`src/rtl/cellrv32_trng_ctrl_pkg.sv`:
```
// rtl/cellrv32_trng_ctrl_pkg.sv - shared types and constants for the TRNG controller
package cellrv32_trng_ctrl_pkg;

  localparam int TRNG_WORD_W = 32;

  typedef enum logic [1:0] {
    ST_OFF    = 2'd0,
    ST_WARMUP = 2'd1,
    ST_RUN    = 2'd2,
    ST_FAULT  = 2'd3
  } trng_ctrl_state_t;

endpackage

```
`src/rtl/cellrv32_trng_fifo.sv`:
```
// rtl/cellrv32_trng_fifo.sv - word FIFO with push, pop, flush and registered level
module cellrv32_trng_fifo
  import cellrv32_trng_ctrl_pkg::*;
#(
  parameter int FIFO_DEPTH = 4
) (
  input  logic                          clk_i,
  input  logic                          rstn_i,
  input  logic                          flush_i,
  input  logic                          push_i,
  input  logic [TRNG_WORD_W-1:0]        wdata_i,
  input  logic                          pop_i,
  output logic [TRNG_WORD_W-1:0]        rdata_o,
  output logic [$clog2(FIFO_DEPTH):0]   level_o,
  output logic                          full_o,
  output logic                          empty_o
);

  localparam int AW = $clog2(FIFO_DEPTH);
  localparam int LW = AW + 1;

  logic [TRNG_WORD_W-1:0] mem_q [FIFO_DEPTH];
  logic [AW-1:0]          wptr_q, wptr_d;
  logic [AW-1:0]          rptr_q, rptr_d;
  logic [LW-1:0]          level_q, level_d;

  assign rdata_o = mem_q[rptr_q];
  assign level_o = level_q;
  assign full_o  = (level_q == LW'(FIFO_DEPTH));
  assign empty_o = (level_q == '0);

  // Next pointers and level; flush wins over any push or pop in the same cycle.
  always_comb begin
    wptr_d  = wptr_q;
    rptr_d  = rptr_q;
    level_d = level_q;
    if (flush_i) begin
      wptr_d  = '0;
      rptr_d  = '0;
      level_d = '0;
    end else begin
      if (push_i) wptr_d = wptr_q + AW'(1);
      if (pop_i)  rptr_d = rptr_q + AW'(1);
      case ({push_i, pop_i})
        2'b10:   level_d = level_q + LW'(1);
        2'b01:   level_d = level_q - LW'(1);
        default: level_d = level_q;
      endcase
    end
  end

  // Storage array; written only on an accepted push, no reset needed.
  always_ff @(posedge clk_i) begin
    if (push_i && !flush_i) mem_q[wptr_q] <= wdata_i;
  end

  // Pointer and level registers.
  always_ff @(posedge clk_i or negedge rstn_i) begin
    if (!rstn_i) begin
      wptr_q  <= '0;
      rptr_q  <= '0;
      level_q <= '0;
    end else begin
      wptr_q  <= wptr_d;
      rptr_q  <= rptr_d;
      level_q <= level_d;
    end
  end

endmodule

```
`src/rtl/cellrv32_trng_ctrl.sv`:
```
// rtl/cellrv32_trng_ctrl.sv - TRNG sequencer, health test, byte packer and round-robin word arbiter
module cellrv32_trng_ctrl
  import cellrv32_trng_ctrl_pkg::*;
#(
  parameter int FIFO_DEPTH   = 4,
  parameter int WARMUP_BYTES = 64,
  parameter int REP_LIMIT    = 16
) (
  input  logic                          clk_i,
  input  logic                          rstn_i,
  input  logic                          en_i,
  output logic                          trng_en_o,
  input  logic [7:0]                    trng_data_i,
  input  logic                          trng_valid_i,
  input  logic [1:0]                    req_i,
  output logic [1:0]                    gnt_o,
  output logic [TRNG_WORD_W-1:0]        data_o,
  output logic [$clog2(FIFO_DEPTH):0]   level_o,
  output logic                          ready_o,
  output logic                          err_o
);

  localparam int WW = $clog2(WARMUP_BYTES + 1);
  localparam int RW = $clog2(REP_LIMIT + 1);

  trng_ctrl_state_t       state_q, state_d;
  logic                   trng_en_q, trng_en_d;
  logic                   err_q, err_d;
  logic [WW-1:0]          warm_cnt_q, warm_cnt_d;
  logic [1:0]             byte_idx_q, byte_idx_d;
  logic [23:0]            asm_q, asm_d;
  logic [7:0]             last_byte_q, last_byte_d;
  logic [RW-1:0]          rep_cnt_q, rep_cnt_d;
  logic [RW-1:0]          rep_next;
  logic [1:0]             gnt_q, gnt_d;
  logic [TRNG_WORD_W-1:0] data_q, data_d;
  logic                   rr_q, rr_d;

  logic                   fifo_push, fifo_pop, fifo_flush;
  logic                   fifo_full, fifo_empty;
  logic [TRNG_WORD_W-1:0] fifo_rdata;
  logic                   pick;

  assign trng_en_o = trng_en_q;
  assign err_o     = err_q;
  assign ready_o   = (state_q == ST_RUN);
  assign gnt_o     = gnt_q;
  assign data_o    = data_q;

  // A repeat only extends a run that has already started; a zero count means no history.
  assign rep_next = ((rep_cnt_q != '0) && (trng_data_i == last_byte_q)) ? rep_cnt_q + RW'(1) : RW'(1);

  // Sequencer, health test and byte packer.
  always_comb begin
    state_d     = state_q;
    trng_en_d   = trng_en_q;
    err_d       = err_q;
    warm_cnt_d  = warm_cnt_q;
    byte_idx_d  = byte_idx_q;
    asm_d       = asm_q;
    last_byte_d = last_byte_q;
    rep_cnt_d   = rep_cnt_q;
    fifo_push   = 1'b0;
    fifo_flush  = 1'b0;
    case (state_q)
      ST_OFF: begin
        if (en_i) begin
          state_d   = ST_WARMUP;
          trng_en_d = 1'b1;
        end
      end
      ST_WARMUP, ST_RUN: begin
        if (!en_i || (state_q == ST_RUN && trng_valid_i && rep_next == RW'(REP_LIMIT))) begin
          state_d     = en_i ? ST_FAULT : ST_OFF;
          err_d       = en_i;
          trng_en_d   = 1'b0;
          fifo_flush  = 1'b1;
          warm_cnt_d  = '0;
          byte_idx_d  = '0;
          asm_d       = '0;
          last_byte_d = '0;
          rep_cnt_d   = '0;
        end else if (trng_valid_i && state_q == ST_WARMUP) begin
          if (warm_cnt_q == WW'(WARMUP_BYTES - 1)) begin
            state_d    = ST_RUN;
            warm_cnt_d = '0;
          end else begin
            warm_cnt_d = warm_cnt_q + WW'(1);
          end
        end else if (trng_valid_i) begin
          last_byte_d = trng_data_i;
          rep_cnt_d   = rep_next;
          // A full FIFO drops the byte without advancing the index.
          if (!fifo_full) begin
            case (byte_idx_q)
              2'd0: asm_d[7:0]   = trng_data_i;
              2'd1: asm_d[15:8]  = trng_data_i;
              2'd2: asm_d[23:16] = trng_data_i;
              default: begin
                fifo_push = 1'b1;
                asm_d     = '0;
              end
            endcase
            byte_idx_d = byte_idx_q + 2'd1;
          end
        end
      end
      default: begin
        if (!en_i) begin
          state_d = ST_OFF;
          err_d   = 1'b0;
        end
      end
    endcase
  end

  // Round-robin arbiter: pop one word per cycle, grant and data registered for the next cycle.
  always_comb begin
    fifo_pop = (state_q == ST_RUN) && !fifo_empty && (req_i != 2'b00);
    pick     = (req_i == 2'b11) ? rr_q : req_i[1];
    gnt_d    = 2'b00;
    data_d   = data_q;
    rr_d     = rr_q;
    if (fifo_pop) begin
      gnt_d  = pick ? 2'b10 : 2'b01;
      data_d = fifo_rdata;
      rr_d   = ~pick;
    end
  end

  // Controller state registers.
  always_ff @(posedge clk_i or negedge rstn_i) begin
    if (!rstn_i) begin
      state_q     <= ST_OFF;
      trng_en_q   <= 1'b0;
      err_q       <= 1'b0;
      warm_cnt_q  <= '0;
      byte_idx_q  <= '0;
      asm_q       <= '0;
      last_byte_q <= '0;
      rep_cnt_q   <= '0;
      gnt_q       <= '0;
      data_q      <= '0;
      rr_q        <= 1'b0;
    end else begin
      state_q     <= state_d;
      trng_en_q   <= trng_en_d;
      err_q       <= err_d;
      warm_cnt_q  <= warm_cnt_d;
      byte_idx_q  <= byte_idx_d;
      asm_q       <= asm_d;
      last_byte_q <= last_byte_d;
      rep_cnt_q   <= rep_cnt_d;
      gnt_q       <= gnt_d;
      data_q      <= data_d;
      rr_q        <= rr_d;
    end
  end

  cellrv32_trng_fifo #(
    .FIFO_DEPTH (FIFO_DEPTH)
  ) u_fifo (
    .clk_i   (clk_i),
    .rstn_i  (rstn_i),
    .flush_i (fifo_flush),
    .push_i  (fifo_push),
    .wdata_i ({trng_data_i, asm_q}),
    .pop_i   (fifo_pop),
    .rdata_o (fifo_rdata),
    .level_o (level_o),
    .full_o  (fifo_full),
    .empty_o (fifo_empty)
  );

endmodule
```
`config.mk`:
```
export PLATFORM = sky130hd
export DESIGN_NAME = cellrv32_trng_ctrl
export DESIGN_NICKNAME = d
export VERILOG_FILES = /design/src/rtl/cellrv32_trng_ctrl_pkg.sv /design/src/rtl/cellrv32_trng_fifo.sv /design/src/rtl/cellrv32_trng_ctrl.sv
export SDC_FILE = /design/constraint.sdc
export NUM_CORES = 1
export LEC_CHECK = 0
export CAP_MARGIN = 0
export CORE_ASPECT_RATIO = 1.2
export CORE_MARGIN = 8
export CORE_UTILIZATION = 59
export DETAILED_ROUTE_END_ITERATION = 8
export PLACE_DENSITY = 0.77
export SLEW_MARGIN = 20
export SYNTH_ARGS = -nofsm -noshare
export SYNTH_HDL_FRONTEND = slang
export SYNTH_SLANG_ARGS = --single-unit
```
`constraint.sdc`:
```
create_clock -name clk_i -period 3.3 [get_ports clk_i]
set_input_delay 0.66 -clock clk_i [delete_from_list [all_inputs] [get_ports clk_i]]
set_output_delay 0.66 -clock clk_i [all_outputs]
set_load 0.005 [all_outputs]
```
==> results of run 1 <==
[cells by family (layout without fill, tap and decap cells)]
kind of cell / Yosys count / after routing / synth area share
compound gates: 99 / 99 / 0.0893
xor+xnor: 12 / 12 / 0.0114
fa+ha+maj: 16 / 16 / 0.0225
buf+inv: 44 / 143 / 0.0217
flops: 220 / 220 / 0.666
mux: 40 / 40 / 0.0878
simple gates: 201 / 201 / 0.101
[registers in the layout, summed over array words and instances (netlist names), 3 cells and up]
| name | cells |
|---|---|
| u_fifo.mem_q | 128 |
| last_byte_q | 8 |
| data_o | 32 |
| asm_q | 24 |
| rep_cnt_q | 5 |
| warm_cnt_q | 7 |
| u_fifo.level_o | 3 |
[synthesized netlist by cell type, drive strengths merged, types with 7 or more instances]
master,instances,area [um^2]
edfxtp,128,3840
nand2,127,477
dfrtp,92,2300
mux4,32,721
nor2,22,82.6
a22o,18,158
o21ai,18,101
buf,17,98.8
inv,17,63.8
o2bb2ai,16,140
ha,15,188
a21oi,11,77.6
clkbuf,9,33.8
a31oi,8,95.1
and2,8,50.1
nor3,8,56.3
o31ai,8,70.1
xor2,7,61.3
[layout make-up]
type,instances,area (um^2)
clock inverter,10,109
sequential,220,6150
tap,208,260
fill,1049,4530
inverter,18,67.6
timing repair buffer,85,843
multi-input combinational,368,2890
clock buffer,30,612
[power breakdown]
| part | leakage (uW) | switching, uW | internal [uW] |
|---|---|---|---|
| logic | 0.00151 | 1000 | 877 |
| clock network | 0.000343 | 1010 | 1460 |
| registers | 0.00242 | 308 | 3320 |
| total | 0.00428 | 2320 | 5660 |
[metal layers]
| layer | track usage | part of all wire |
|---|---|---|
| met1 | 0.265 | 0.39 |
| met2 | 0.367 | 0.52 |
| met3 | 0.0411 | 0.070 |
| met4 | 0.0649 | 0.018 |
| met5 | 0 | 0 |
[per-stage QoR]
| stage | total power [uW] | utilization | hold slack (ns) | cells | setup slack, ns |
|---|---|---|---|---|---|
| 4_1_cts | 8040 | 0.707 | 0.197 | 939 | 0.417 |
| 3_3_place_gp | 5450 | 0.660 | 0.457 | 899 | 0.223 |
| 5_1_grt | 8340 | 0.707 | 0.227 | 939 | 0.185 |
| 2_1_floorplan | 4740 | - | 0.364 | 632 | 0.340 |
| 6_report | 7980 | 0.707 | 0.178 | 939 | 0.382 |
| 3_5_place_dp | 5540 | 0.660 | 0.462 | 899 | 0.0801 |
[worst min-delay path by stage]
stage / start / cells past startpoint / slack [ns] / end
global placement: data_o[9] / 2 / 0.46 / data_o[9]
CTS: rstn_i / 1 / 0.20 / data_o[22]
detailed placement: data_o[4] / 2 / 0.46 / data_o[4]
floorplan: rstn_i / 0 / 0.36 / asm_q[0]
global route: rstn_i / 1 / 0.23 / data_o[18]
finish: rstn_i / 1 / 0.18 / data_o[22]
==> metrics.txt, run 1 <==
outcome=finished clean; total setup buffers inserted after CTS=0; nature of the critical path endpoint=flip-flop; FF+latch count, synth=220; Non-Filler Cell Area, Final=10900 um^2; Antenna diodes=0; HPWL Detailed=12800 um; CP delay by family, top=adder cells; DR pass1 iterations=5; DRC viols=0; Worst-path clk slew=0.07 ns; Core ar.=15500 um^2; post-route ant nets=0; Rel. slew slack=0.458; Final Max Slew Viols=0; # resized after CTS=0; Lkg Pwr=0.00428 uW; routed vias/inst=6.00; Initial Util=0.597; gp weighted congestion=0.870; H-tree lvl count=1; slowest CP cell=fa_1; post-place instance area=10200 um^2; CTS tree=done; asr flop ratio synth=0.418; CP Launch Point=state_q[0]; largest net degree at the start of global routing=48; final hold viol count=0; clock tree buffer depth=3; # IOs=54; # setup viols final=0; Nets=745; Distinct cells, synth=67; register area share after synthesis=0.666; fin crit period=2.92 ns; Worst Setup Start Kind=flip-flop; reg2reg end=u_fifo.level_o[1]; DIE WIDTH=130 um; Synth Flop Type=edfxtp_1; number of synthesized flops with an enable pin=128; most frequent cell on the critical path=nor2_1; Cells after Synth=632; r2r startpoint=state_q[0]; CP cell instances=inv_1 -> ha_1 -> nand2_1 -> or3_1 -> a21oi_4 -> nor2_1 -> fa_1 -> nand4_1 -> nor2_1 -> a41oi_1 -> a31oi_1; maximum VDD drop=0.422 mV; worst slew pin tran=0.808 ns; port buffer count=53; MaxCap Viol Count=0; clock root buffer=clkbuf_16; Die Y=153 um; first-pass GRT wire length=33000 um; commonest non-fill, non-tap cell in the layout=edfxtp_1; clk sink count=220; Vias=5631; pwr dens=731 nW/um^2; Mapped Nets=662; Layout area overhead=18.5%; Mapped Avg Cell Area=14.6 um^2; later-pin clock latency in the skew report=0.51 ns; Reg2Reg Setup Slack=0.38 ns; Crit path depth=11; Core Rows=50; initial antenna violation count=0; synthesized area=9220 um^2; highest net fanout along the worst path=10; detailed router's first-iteration violation count=498; Num CTS Buffers=22; RSZ-0062 raised after global routing=false; Tcrit/Tclk final=0.884; CP bufs+invs=1; vias in the first global route=6052; FF-to-FF path depth=11; total wire length=20600 um; grt total ovfl=0; share of layout cells above drive strength 1=0.166; WP data required=3.73 ns; Worst Skew=0.0224 ns; crit path capture=u_fifo.level_o[1]; Synth Warn #=0; CP peak stage delay=0.55 ns; Total Routing Usage GR=0.213; Worst Hold Class=in2async; fmax=343 MHz; Critical Path AT=3.35 ns; hold_buf cts=0; post-DR wirelength/cell=21.9 um; WS Path Type=reg2reg; Fin Setup TNS=0 ns; commonest cells after routing, fill and taps aside=edfxtp_1 (128), nand2_1 (127), dfrtp_1 (91), clkdlybuf4s50_1 (52), mux4_2 (32); Die ar.=19900 um^2
No activity file was read; power rests on OpenSTA's default activity.
==> run 2: changes to the inputs <==
Settings changed: MAX_ROUTING_LAYER from default to met4, RECOVER_POWER from default to 50.
==> run 2 against run 1 <==
The flow now finishes with violations (capacitance limit, slew limit). Clock power down 5%. Global-route usage down 0.43 points. Worst hold slack better by 0.30 ns. Design area down 1.2%. Flip-flop and latch count unchanged. Critical path type unchanged. Largest cell class unchanged.
==> metrics.txt, run 2 (synthesis gave the netlist of run 1 again) <==
outcome=finished, violations left; failing checks=capacitance limit, slew limit; fmax=351 MHz (+2.4%); port buffer count=53 (unchanged); MaxCap Viol Count=1 (+1); worst slew pin tran=1.60 ns (+0.794 ns); Vias=5564 (-1.2%); Worst-path clk slew=0.07 ns (about the same); final hold viol count=0 (unchanged); clock root buffer=clkbuf_16; HPWL Detailed=12200 um (-5.3%); # IOs=54 (unchanged); hold_buf cts=0 (unchanged); grt total ovfl=0 (unchanged); clock tree buffer depth=3 (unchanged); total setup buffers inserted after CTS=0 (unchanged); largest net degree at the start of global routing=60 (+25%); clk sink count=220 (unchanged); Die Y=153 um (unchanged); pwr dens=724 nW/um^2 (-0.89%); Layout area overhead=17.0%; Pwr Total=7810 uW (-2.1%); Core Rows=50 (unchanged); Biggest register=u_fifo.mem_q; Core ar.=15500 um^2 (unchanged); gp weighted congestion=0.915 (+5.1%); later-pin clock latency in the skew report=0.50 ns (about the same); switch share=0.289 (-0.00123); WS Path Type=reg2reg; CTS tree=done; Nets=740 (-0.67%); total wire length=19400 um (-5.5%); first-pass GRT wire length=31600 um (-4.2%); highest net fanout along the worst path=10 (unchanged); Tcrit/Tclk final=0.864 (-0.0207); nature of the critical path endpoint=flip-flop; H-tree lvl count=1 (unchanged); # resized after CTS=0 (unchanged); routed vias/inst=5.96 (-0.55%); Antenna diodes=0 (unchanged); DIE WIDTH=130 um (unchanged); post-DR wirelength/cell=20.8 um (-4.9%); Rel. slew slack=-0.0681 (-0.526); Worst Skew=0.0153 ns (-0.00709 ns); CP peak stage delay=0.53 ns (-0.02 ns); combinational power share=0.236 (about the same); CP Launch Point=state_q[0]; r2r startpoint=state_q[0]; slowest CP cell=fa_1; Internal Pwr Total=5550 uW (-1.9%); vias in the first global route=5827 (-3.7%); WP data required=3.72 ns (about the same); sw power=2260 uW (-2.5%); RSZ-0062 raised after global routing=false; Flop pwr share=0.463 (+0.008); post-route ant nets=0 (unchanged); Post-Place Worst Slack=0.0900 ns (+0.00987 ns); Initial Util=0.597 (unchanged); detailed router's first-iteration violation count=476 (-4.4%); Worst Setup Start Kind=flip-flop; worst hold start=data_o[28]; commonest cells after routing, fill and taps aside=edfxtp_1 (128), nand2_1 (127), dfrtp_1 (91), clkdlybuf4s50_1 (44), mux4_2 (32); Worst Hold Class=reg2reg; clock share of power=0.301 (-0.009); # setup viols final=0 (unchanged); Final Max Slew Viols=60 (+60); most frequent cell on the critical path=nor2_1; maximum VDD drop=0.508 mV (+20%); setup ws final=0.450 ns (+0.0684 ns); initial antenna violation count=0 (unchanged); Die ar.=19900 um^2 (unchanged); DRC viols=0 (unchanged); Total Routing Usage GR=0.209 (-0.00432); share of layout cells above drive strength 1=0.152 (-0.0138); CP cell instances=inv_1 -> ha_1 -> nand2_1 -> or3_1 -> a21oi_4 -> nor2_1 -> fa_1 -> nand4_1 -> nor2_1 -> a41oi_1 -> a31oi_1; Fin Setup TNS=0 ns (unchanged); commonest non-fill, non-tap cell in the layout=edfxtp_1; fin crit period=2.85 ns (-0.0684 ns); DR pass1 iterations=5 (unchanged); Num CTS Buffers=21 (-4.5%); Critical Path AT=3.27 ns (-0.08 ns); Largest register FFs=128 (unchanged); Lkg Pwr=0.00421 uW (-1.4%)
run 2: cell types whose count changed in the layout (fill, tap and decap cells not counted), moves of 3 or more:
cell and change:
clkbuf_1 +5, clkdlybuf4s50_1 -8, dlygate4sd3_1 +8, clkinv_2 +4
clkbuf_2 +3, buf_4 -13
run 2: final timing paths:
check,slack (ns),cells past startpoint,to
worst max-delay path,0.45,11,u_fifo.level_o[1]
worst min-delay path,0.48,2,data_o[28]
worst max register to register,0.45,11,u_fifo.level_o[1]
worst min register to register,0.48,2,data_o[28]
max in group asynchronous,1.08,2,data_o[21]
min in group asynchronous,0.56,1,data_o[22]
run 2: area by class of cell:
type	count	area, um^2
clock buffer	26	564
sequential	220	6150
fill	1052	4660
clock inverter	12	114
tap	208	260
timing repair buffer	81	751
inverter	18	67.6
multi-input combinational	368	2890
run 2: worst max-delay path, delay by kind of cell, from the launching register on:
family / cells / cell delay [ns]
AO/OA/AOI/OAI: 3 / 0.40
adder cells (fa/ha/maj): 2 / 1.01
AND/OR/NAND/NOR: 5 / 0.91
flip-flops: 1 / 0.39
buffers and inverters: 1 / 0.08
run 2: layer usage:
layer,GRT usage,wire (um),share of wire
met1,0.257,7810,0.40
met5,-,0,0
met4,0.0549,256,0.013
met2,0.352,10100,0.52
met3,0.0320,1270,0.065
run 2: stage by stage:
stage	cell area [um^2]	std cells	utilization	hold WS, ns
after detailed placement	10200	895	0.658	0.464
final	10800	933	0.698	0.477
after CTS	10800	933	0.702	0.289
after floorplan	9220	632	-	0.364
after global routing	10800	933	0.698	0.500
after global placement	10200	895	0.658	0.457
run 2: power groups by stage:
stage                     combinational [uW]  sequential, uW  clock [uW]
final                                   1840            3620        2350
after global routing                    2010            3670        2500
after CTS                               1870            3630        2390
after detailed placement                1850            3670           0
after global placement                  1800            3650           0
after floorplan                         1150            3590           0
